**src/rtl/div_sequencer.sv**
```systemverilog
// rtl/div_sequencer.sv - multi-cycle signed/unsigned 32-bit restoring divider sequencing a shared adder
module div_sequencer (
    input  logic        clk,
    input  logic        clr_n,
    input  logic        start,
    input  logic        is_signed,
    input  logic [31:0] dividend,
    input  logic [31:0] divisor,
    output logic        busy,
    output logic        done,
    output logic        div_by_zero,
    output logic [31:0] quotient,
    output logic [31:0] remainder,
    output logic [31:0] add_a,
    output logic [31:0] add_b,
    output logic        add_mode,
    input  logic [31:0] add_result
);

    typedef enum logic [2:0] {
        IDLE  = 3'd0,
        ABS_A = 3'd1,
        ABS_B = 3'd2,
        DIV   = 3'd3,
        FIX_Q = 3'd4,
        FIX_R = 3'd5,
        DONE  = 3'd6
    } state_t;

    state_t      state, state_nxt;
    logic [31:0] a_reg;     // latched dividend (sign bit drives the fix-ups)
    logic [31:0] b_reg;     // latched divisor
    logic        sgn;       // latched is_signed
    logic [31:0] abs_b;     // |divisor|
    logic [31:0] r_reg;     // partial remainder
    logic [31:0] q_reg;     // |dividend| shifting out, quotient bits shifting in
    logic [4:0]  cnt;       // iteration counter for the 32 DIV steps

    // Restoring step: the bit shifted out of R means the true shift value
    // exceeds 2^32, so it is always at least the divisor.
    logic [31:0] shift;
    logic        msb;
    logic        qbit;
    assign shift = {r_reg[30:0], q_reg[31]};
    assign msb   = r_reg[31];
    assign qbit  = msb | (shift >= abs_b);

    // State register
    always_ff @(posedge clk or negedge clr_n) begin
        if (!clr_n) begin
            state <= IDLE;
        end else begin
            state <= state_nxt;
        end
    end

    // Next-state decode and shared adder operand selection
    always_comb begin
        state_nxt = state;
        add_a     = 32'd0;
        add_b     = 32'd0;
        add_mode  = 1'b0;
        busy      = 1'b1;
        done      = 1'b0;
        case (state)
            IDLE: begin
                busy = 1'b0;
                if (start) begin
                    state_nxt = (divisor == 32'd0) ? DONE : ABS_A;
                end
            end
            ABS_A: begin
                add_b     = a_reg;
                add_mode  = sgn & a_reg[31];
                state_nxt = ABS_B;
            end
            ABS_B: begin
                add_b     = b_reg;
                add_mode  = sgn & b_reg[31];
                state_nxt = DIV;
            end
            DIV: begin
                add_a    = shift;
                add_b    = abs_b;
                add_mode = 1'b1;
                if (cnt == 5'd31) begin
                    state_nxt = FIX_Q;
                end
            end
            FIX_Q: begin
                add_b     = q_reg;
                add_mode  = sgn & (a_reg[31] ^ b_reg[31]);
                state_nxt = FIX_R;
            end
            FIX_R: begin
                add_b     = r_reg;
                add_mode  = sgn & a_reg[31];
                state_nxt = DONE;
            end
            DONE: begin
                done      = 1'b1;
                state_nxt = IDLE;
            end
            default: begin
                state_nxt = IDLE;
            end
        endcase
    end

    // Datapath registers: operand capture, magnitudes, iteration, results
    always_ff @(posedge clk or negedge clr_n) begin
        if (!clr_n) begin
            a_reg       <= 32'd0;
            b_reg       <= 32'd0;
            sgn         <= 1'b0;
            abs_b       <= 32'd0;
            r_reg       <= 32'd0;
            q_reg       <= 32'd0;
            cnt         <= 5'd0;
            quotient    <= 32'd0;
            remainder   <= 32'd0;
            div_by_zero <= 1'b0;
        end else begin
            case (state)
                IDLE: begin
                    if (start) begin
                        a_reg <= dividend;
                        b_reg <= divisor;
                        sgn   <= is_signed;
                        if (divisor == 32'd0) begin
                            quotient    <= 32'hFFFF_FFFF;
                            remainder   <= dividend;
                            div_by_zero <= 1'b1;
                        end else begin
                            div_by_zero <= 1'b0;
                        end
                    end
                end
                ABS_A: begin
                    q_reg <= add_result;
                end
                ABS_B: begin
                    abs_b <= add_result;
                    r_reg <= 32'd0;
                    cnt   <= 5'd0;
                end
                DIV: begin
                    r_reg <= qbit ? add_result : shift;
                    q_reg <= {q_reg[30:0], qbit};
                    cnt   <= cnt + 5'd1;
                end
                FIX_Q: begin
                    quotient <= add_result;
                end
                FIX_R: begin
                    remainder <= add_result;
                end
                default: begin
                end
            endcase
        end
    end

endmodule

```
**config.mk**
```make
export PLATFORM = sky130hd
export DESIGN_NAME = div_sequencer
export DESIGN_NICKNAME = d
export VERILOG_FILES = /design/src/rtl/div_sequencer.sv
export SDC_FILE = /design/constraint.sdc
export NUM_CORES = 1
export LEC_CHECK = 0
export CELL_PAD_IN_SITES_DETAIL_PLACEMENT = 0
export CELL_PAD_IN_SITES_GLOBAL_PLACEMENT = 1
export CORE_MARGIN = 3
export CORE_UTILIZATION = 44
export CTS_CLUSTER_DIAMETER = 80
export CTS_CLUSTER_SIZE = 30
export DETAILED_ROUTE_END_ITERATION = 12
export PLACE_DENSITY_LB_ADDON = 0.1
export RECOVER_POWER = 50
export SYNTH_ARGS = -nofsm -noshare
export SYNTH_HDL_FRONTEND = slang
export SYNTH_SLANG_ARGS = --single-unit
```
**constraint.sdc**
```tcl
create_clock -name clk -period 4.1 [get_ports clk]
set_input_delay 0.41 -clock clk [delete_from_list [all_inputs] [get_ports clk]]
set_output_delay 0.41 -clock clk [all_outputs]
set_load 0.1 [all_outputs]
```
# After elaboration in Yosys (flattened, before gate mapping)
# Cells that the tools add are included.
[word_totals] ff_bits=234 in_bits=100 output_inout_bits=132
[classes] addsub=1 n_lt_le_gt_ge=1 n_eq_ne=10 n_mux=20 bitwise=5 reduce_logical=11
[op_table] cell="case mux 32 bit (2 select lines)" n=4
[op_table] cell="2-to-1 mux 32 bit" n=6
[op_table] cell="case mux 32 bit (5 select lines)" n=1
[op_table] cell="greater-or-equal comparator 32 bit" n=1
[op_table] cell="logical NOT 32 bit" n=1
[op_table] cell="case mux 3 bit (6 select lines)" n=1
[op_table] cell="case mux 5 bit (2 select lines)" n=1
[op_table] cell="equality test 3 bit, second input constant" n=3
[op_table] cell="2-to-1 mux 3 bit" n=3
[op_table] cell="nonzero test 2 bit" n=4
[op_table] cell="equality test 3 x 2 -> 1 bit, second input constant" n=2
[op_table] cell="!= test 2 bit, second input constant" n=3
[op_table] cell="AND reduction 3 bit" n=2
[op_table] cell="adder 5 x 1 -> 5 bit, second input constant" n=1
[op_table] cell="equality test 5 bit, second input constant" n=1
[op_table] cell="case mux 1 bit (4 select lines)" n=1
[op_table] cell="AND reduction 2 bit" n=2
[op_table] cell="bitwise AND 1 bit" n=3
[op_table] cell="equality test 3 x 1 -> 1 bit, second input constant" n=1
[op_table] cell="logical NOT 3 bit" n=1
[op_table] cell="2-to-1 mux 1 bit" n=3
[op_table] cell="OR reduction 2 bit" n=1
[op_table] cell="bitwise OR 1 bit" n=1
[op_table] cell="XOR 1 bit" n=1

# Logic depth before layout (Yosys ltp)
# Gate-level depths: netlist of the first run.
[logic_depth] word_depth=4 mapped_depth=11

# Worst setup path before layout of the first run
# OpenSTA, ideal clock, no wires.
[synth_path] path_kind="flip-flop to output port" startpoint="reg state[0]" endpoint="out add_mode" arrival_time_ns=2.645 slack_ns=1.045 stages_incl_launch_ff=6 n_path_buf=2 cell_sequence="dfrtp_1 buf_2 buf_1 a22o_1 nand2_1 o22ai_1"
[synth_via] elab_chain_len=3
[synth_lines] element="start: declaration" line="30" source="state_t state, state_nxt;"
[synth_lines] element="start signal: assignment" line="53" source="state <= state_nxt;"
[synth_lines] element="equality test 3 bit / equality test 3 x 1 -> 1 bit (equally long branches)" line="65" source="case (state)"
[synth_lines] element="OR reduction 2 bit (no line)"
[synth_lines] element="case mux 1 bit (4 select lines) (*)" line="65"
[synth_lines] element="end: declaration" line="16" source="output logic add_mode,"
# Every way passes the cells marked *; elsewhere a longest branch is shown, timed or not.

# Final worst setup path of the first run
[layout_path] startpoint="reg state[0]" endpoint="out add_b[19]"
[layout_via] elab_chain_len=2
[layout_lines] element="equality test 3 bit, or another cell as far along" line="65"
[layout_lines] element="case mux 32 bit (5 select lines) (*)" line="65"
[layout_lines] element="end: declaration" line="15" source="output logic [31:0] add_b,"
# Marks and branches as above.

==> metrics, run 1 <==
result of the run=finished with violations; failing checks=max-capacitance violations, max-slew violations; Sw Pwr=7.54 mW; post-CTS setup repair buffer count=0; synthesized area=12100 sq um; # port buffers=approximately 230; library cell used as clock root buffer=clkbuf_16; total area of multi-input combinational cells=between 5000 and 6000 sq um; die width=between 150 and 200 um; hpwl dp=25.7 mm; clock network fraction of total power=0.115; Post-Syn Instances=1214; core box area=27000 sq um; largest cells by area after synthesis=dfrtp_1 (48%), nand2_1 (7.5%), mux2_2 (6.2%), mux2i_1 (5.3%), o21ai_0 (4.1%); crit path capture type=output pin; final-layout setup total negative slack=0 ns; global-route usage over all layers=0.254; cell with the most instances after synthesis=nand2_1; synthesis-to-layout area growth=26.7%; clock latency of the later-clocked register in the worst-skew pair=between 0.5 and 0.6 ns; Slew headroom=-0.198; Critical R2R Capture=r_reg[14]; type of the worst setup path=register to output pin; RSZ-0062 raised after global routing=no; maximum count of clock buffers along a single path=3; fraction of synthesis flops using an asynchronous set or reset pin=1.00; Initial DRC Count=741; share of power burned in registers=0.252; cell family with the largest share of critical-path delay=buffers and inverters; highest clock rate=284 MHz; final clock skew=0.0232 ns; net count after synthesis=1348; first-pass GRT wire length=58.7 mm; #FFs+latches synth=234; detail-routed net length per standard cell=approximately 22 um; combined flip-flop and latch cell area=between 5000 and 6000 sq um; via count of the first global-routing pass=9955; crit-path most repeated cell=buf_4; worst slew pin tran=1.80 ns; Comb power frac=0.634; initial antenna violation count=0; total number of vias=10.1k; final wirelength=38.0 mm; via density per instance=5.78; number of CTS-inserted buffers=14; most frequent cells after synthesis=nand2_1 (241), dfrtp_1 (234), o21ai_0 (99); remaining design rule violation count=0; proportion of synthesized chip area in sequential cells=0.485; global route total overflow=0; die height=172 um; PD cells=slightly above 900 nW/um^2; ratio of cells with drive above 1 in the final layout=0.149; number of antenna-violating nets in the routed design=0; final critical path time including I/O delays and setup=3.52 ns; worst setup path endpoint=add_b[19]; Initial Utilization=0.448; die area=29500 sq um; pre-CTS setup slack=0.687 ns; min setup slack post-route=between 0.5 and 0.6 ns; max-slew violation total from the final report=69; Slowest-stage cell, CP=dfrtp_2; mean instance size in the synthesized netlist=9.95 sq um; Post-synth EDFFs=0; Clock Pin Slew Worst Setup and Hold Paths=around 0.12 ns; filler instances=between 2k and 2.5k; number of different library cells in the post-synthesis netlist=between 40 and 50; period utilization=0.859; stage delay of the slowest cell on the critical path=approximately 0.69 ns; ANT cells=0; fraction of power spent switching nets=0.540; routability cong.=0.815; layout net count=1532; H-tree depth=1; CTS tree=yes; number of stages on the worst setup path=5; final number of hold-violating endpoints=0; pin count of the biggest net entering global routing=133; number of sinks on the clock net=roughly 230; CP required=3.69 ns; maximum fanout along the worst path=41; Worst Path Buf+Inv=3; Min-Delay Path Class=input pin to register; ordered cell list for the critical path=inv_1, nor3_1, buf_4, a221o_1, buf_4; worst reg2reg path depth=7; worst reg2reg path startpoint=r_reg[26]; iteration count of the initial detailed-routing pass=5; cell accounting for the most synthesized area=dfrtp_1; Top-Level Pins=232; most common flop cell mapped by yosys=dfrtp_1; Final Setup Violations=0; Startpoint Class=register; reg-to-reg slack, setup=roughly 1.2 ns; total of warnings raised by yosys=0; reported leakage power=between 6 and 7 nW; number of violations of the max-capacitance limit=1; start point of the critical path=state[0]; data arrival time of the critical path=3.11 ns; standard-cell row count=60; IR Drop Worst-Case VDD=1.07 mV; Final Total Pwr=about 14 mW; top cell type's share of synthesized area=0.485; cell internal power dissipation=6.41 mW
-- cell usage in the layout, fill, tap and decap left out, types with 6 or more instances in the layout --
master,count
nand3_1,6
mux2i_1,64
a31oi_1,35
clkbuf_16,15
buf_4,61
o21ai_0,99
nor4_1,9
nand2_1,241
buf_12,32
o22a_1,31
a32oi_1,32
nand4_1,9
a221o_1,31
o211ai_1,20
a21oi_1,16
nor2_1,39
mux2_2,67
or4_1,32
inv_1,70
clkdlybuf4s50_1,162
ha_1,34
dfrtp_1,233
o211ai_2,14
-- worst register-to-register path, cell delays in order (launching register included) --
cell      delay [ns]
dfrtp_1         0.45
ha_1            0.33
nand4_1         0.23
nor4_1          0.74
o311a_1         0.36
buf_4           0.35
or4_1           0.17
o211ai_1        0.09
-- final cells by class --
cell class                      count  area share
Inverter                           70      0.0172
Sequential cell                   234       0.383
Multi-Input combinational cell    817       0.362
Timing Repair Buffer              261       0.181
Clock buffer                       16      0.0248
Tap cell                          341      0.0279
Clock inverter                      8     0.00491
-- routing by layer --
layer  part of all wire  GRT usage
met5                  0          0
met4              0.016     0.0462
met3              0.055     0.0356
met2               0.46      0.402
met1               0.47      0.377
-- through the flow --
step / instance area, sq um / utilization / cells / hold slack, ns
2_1_floorplan: 12100 / - / 1214 / 0.114
3_3_place_gp: 14900 / 0.552 / 1722 / 0.421
3_5_place_dp: 14900 / 0.552 / 1722 / 0.414
4_1_cts: 15300 / 0.569 / 1747 / 0.465
5_1_grt: 15300 / 0.568 / 1747 / 0.502
6_report: 15300 / 0.568 / 1747 / 0.485
-- logic make-up after synthesis --
group | after synthesis | share of synthesized area
simple gates | 354 | 0.129
compound gates | 298 | 0.177
flops | 234 | 0.485
buf+inv | 163 | 0.0581
mux | 131 | 0.116
fa+ha+maj | 34 | 0.0352
-- power by group through the flow --
stage | sequential [mW] | clock [mW] | combinational (mW)
final | 3.51 | 1.60 | 8.85
after CTS | 3.50 | 1.64 | 8.90
after detailed placement | 3.55 | 0 | 8.87
after global placement | 3.53 | 0 | 8.80
after floorplan | 3.58 | 0 | 6.36
after global routing | 3.60 | 1.71 | 9.42
-- timing repair --
item	CTS	global route
resized for setup	0	0
hold buffers	1	0
endpoints found under the hold margin	65	0
endpoints found under the setup margin	0	0
-- worst min-delay path by stage --
stage | start | endpoint | slack [ns] | cells after the start
final | dividend[8] | remainder[8] | 0.48 | 3
after global routing | dividend[8] | remainder[8] | 0.50 | 3
after CTS | dividend[8] | remainder[8] | 0.46 | 3
after detailed placement | clr_n | quotient[4] | 0.41 | 1
after global placement | clr_n | remainder[4] | 0.42 | 1
after floorplan | clr_n | a_reg[0] | 0.11 | 0
(Power assumes the default switching activity.)
==> run 2: changes to the inputs <==
- ABC_CLOCK_PERIOD_IN_PS: default -> 4100
- CTS_CLUSTER_SIZE: 30 -> default
==> run 2 against run 1 <==
The flow still finishes with violations (max-capacitance violations, max-slew violations). Register-to-register slack hardly changed. Core utilization up 1.5 points. Flip-flop and latch count stayed put. Hold slack lost 0.010 ns. Critical path type unchanged. Critical endpoint unchanged. Highest routed layer unchanged.
==> metrics, run 2 (synthesis results as in run 1) <==
CP required=3.69 ns (about the same); post-route design area=15700 sq um (+2.7%); number of antenna-violating nets in the routed design=0 (unchanged); RSZ-0062 raised after global routing=no; worst slew pin tran=1.82 ns (+0.0278 ns); Min-Delay Path Class=input pin to register; failing checks=max-capacitance violations, max-slew violations; post-cts hold buffer count=1 (unchanged); final critical path time including I/O delays and setup=3.51 ns (-0.00904 ns); final wirelength=38.3 mm (+0.80%); die area=29500 sq um (unchanged); max-slew violation total from the final report=69 (unchanged); IR Drop Worst-Case VDD=0.873 mV (-18%); via count of the first global-routing pass=10.1k (+1.7%); hpwl dp=25.7 mm (unchanged); Initial Utilization=0.448 (unchanged); core box area=27000 sq um (unchanged); synthesis-to-layout area growth=30.1%; final clock skew=0.0142 ns (-0.00894 ns); initial antenna violation count=0 (unchanged); most common cell after layout, fill and taps aside=nand2_1; layout net count=1544 (+0.78%); crit path capture type=output pin; ratio of cells with drive above 1 in the final layout=0.158 (+0.00890); Final Setup Violations=0 (unchanged); number of CTS-inserted buffers=26 (+12); global route total overflow=0 (unchanged); data arrival time of the critical path=3.10 ns (about the same); routability cong.=0.815 (unchanged); H-tree depth=1 (unchanged); commonest non-fill, non-tap cells in the layout=nand2_1 (241), dfrtp_1 (233), clkdlybuf4s50_1 (162); filler instances=2372 (-1.3%); maximum count of clock buffers along a single path=3 (unchanged); PD cells=939 nW/um^2 (+3.0%); via density per instance=5.78 (about the same); # port buffers=231 (unchanged); number of violations of the max-capacitance limit=1 (unchanged); Clock Pin Slew Worst Setup and Hold Paths=0.06 ns (-0.06 ns); Resize count post-CTS=0 (unchanged); clock latency of the later-clocked register in the worst-skew pair=0.53 ns (+0.02 ns); total placed instance area=14900 sq um (unchanged); Initial DRC Count=732 (-1.2%); Startpoint Class=register; reported leakage power=7.06 nW (+2.9%); min setup slack post-route=0.586 ns (+0.00904 ns); period utilization=0.857 (-0.00221); final-layout setup total negative slack=0 ns (unchanged); final number of hold-violating endpoints=0 (unchanged); maximum fanout along the worst path=41 (unchanged); Top-Level Pins=232 (unchanged); Final Total Pwr=14.8 mW (+5.8%); non-filler instance count after layout=1769 (+1.3%); total area of multi-input combinational cells=5540 sq um (unchanged); combined flip-flop and latch cell area=5860 sq um (unchanged); Slew headroom=-0.217 (-0.0185); die width=172 um (unchanged); iteration count of the initial detailed-routing pass=5 (unchanged); post-CTS setup repair buffer count=0 (unchanged); standard-cell row count=60 (unchanged); pin count of the biggest net entering global routing=133 (unchanged); smallest hold slack=0.474 ns (-0.0104 ns); detail-routed net length per standard cell=21.6 um (-0.46%); remaining design rule violation count=0 (unchanged); number of sinks on the clock net=234 (unchanged); ANT cells=0 (unchanged); first-pass GRT wire length=59.2 mm (+0.87%); CTS tree=yes; type of the worst setup path=register to output pin; Final Util=0.583 (+0.0153); result of the run=finished with violations; library cell used as clock root buffer=clkbuf_16; global-route usage over all layers=0.256 (+0.00222); Cells after DPL=1722 (unchanged); highest clock rate=285 MHz (+0.26%); total number of vias=10.2k (+1.3%); die height=172 um (unchanged); pre-CTS setup slack=0.687 ns (unchanged)
## run 2: changes by cell type in the layout (fill, tap and decap cells not counted), sizes merged
cell / delta
bufinv: +2
clkbuf: +24
clkinvlp: +1
inv: -5
## run 2: metal layers
layer	GRT usage	up-vias	wire [um]
met4	0.0563	0	842
li1	-	4764	-
met5	0	-	0
met2	0.402	293	17400
met3	0.0377	49	2000
met1	0.378	5125	18100
## run 2: path summary, 6_finish.rpt
| path | from | end | slack, ns | depth (start not counted) |
|---|---|---|---|---|
| max | state[0] | add_b[19] | 0.59 | 5 |
| min | dividend[28] | remainder[28] | 0.47 | 3 |
| max reg2reg | r_reg[26] | q_reg[0] | 1.20 | 7 |
| min reg2reg | cnt[4] | cnt[4] | 0.48 | 2 |
| max in group asynchronous | clr_n | remainder[15] | 1.07 | 3 |
| min in group asynchronous | clr_n | quotient[4] | 0.91 | 2 |
## run 2: power breakdown
| part | total [mW] | leakage (nW) | internal, mW | switching, mW |
|---|---|---|---|---|
| logic | 8.85 | 3.85 | 2.75 | 6.10 |
| clock network | 2.39 | 0.424 | 1.43 | 0.952 |
| registers | 3.52 | 2.78 | 2.97 | 0.551 |
| total | 14.8 | 7.06 | 7.15 | 7.61 |
## run 2: critical path, stage by stage (launching register included)
cell and delay (ns):
dfrtp_2 0.67, inv_1 0.35, nor3_1 0.32, buf_4 0.61
a221o_1 0.29, buf_4 0.29
## run 2: cell type report
| cell class | instances | area share |
|---|---|---|
| inverter | 70 | 0.0167 |
| clock buffer | 40 | 0.0499 |
| timing repair buffer | 261 | 0.176 |
| clock inverter | 6 | 0.00526 |
| sequential | 234 | 0.373 |
| multi-input combinational | 817 | 0.352 |
| tap | 341 | 0.0272 |
==> run 3: changes to the inputs <==
- SKIP_CTS_REPAIR_TIMING: default -> 1
==> results of run 3 <==
The final DEF is identical to that of run 2; final timing and power are the same.
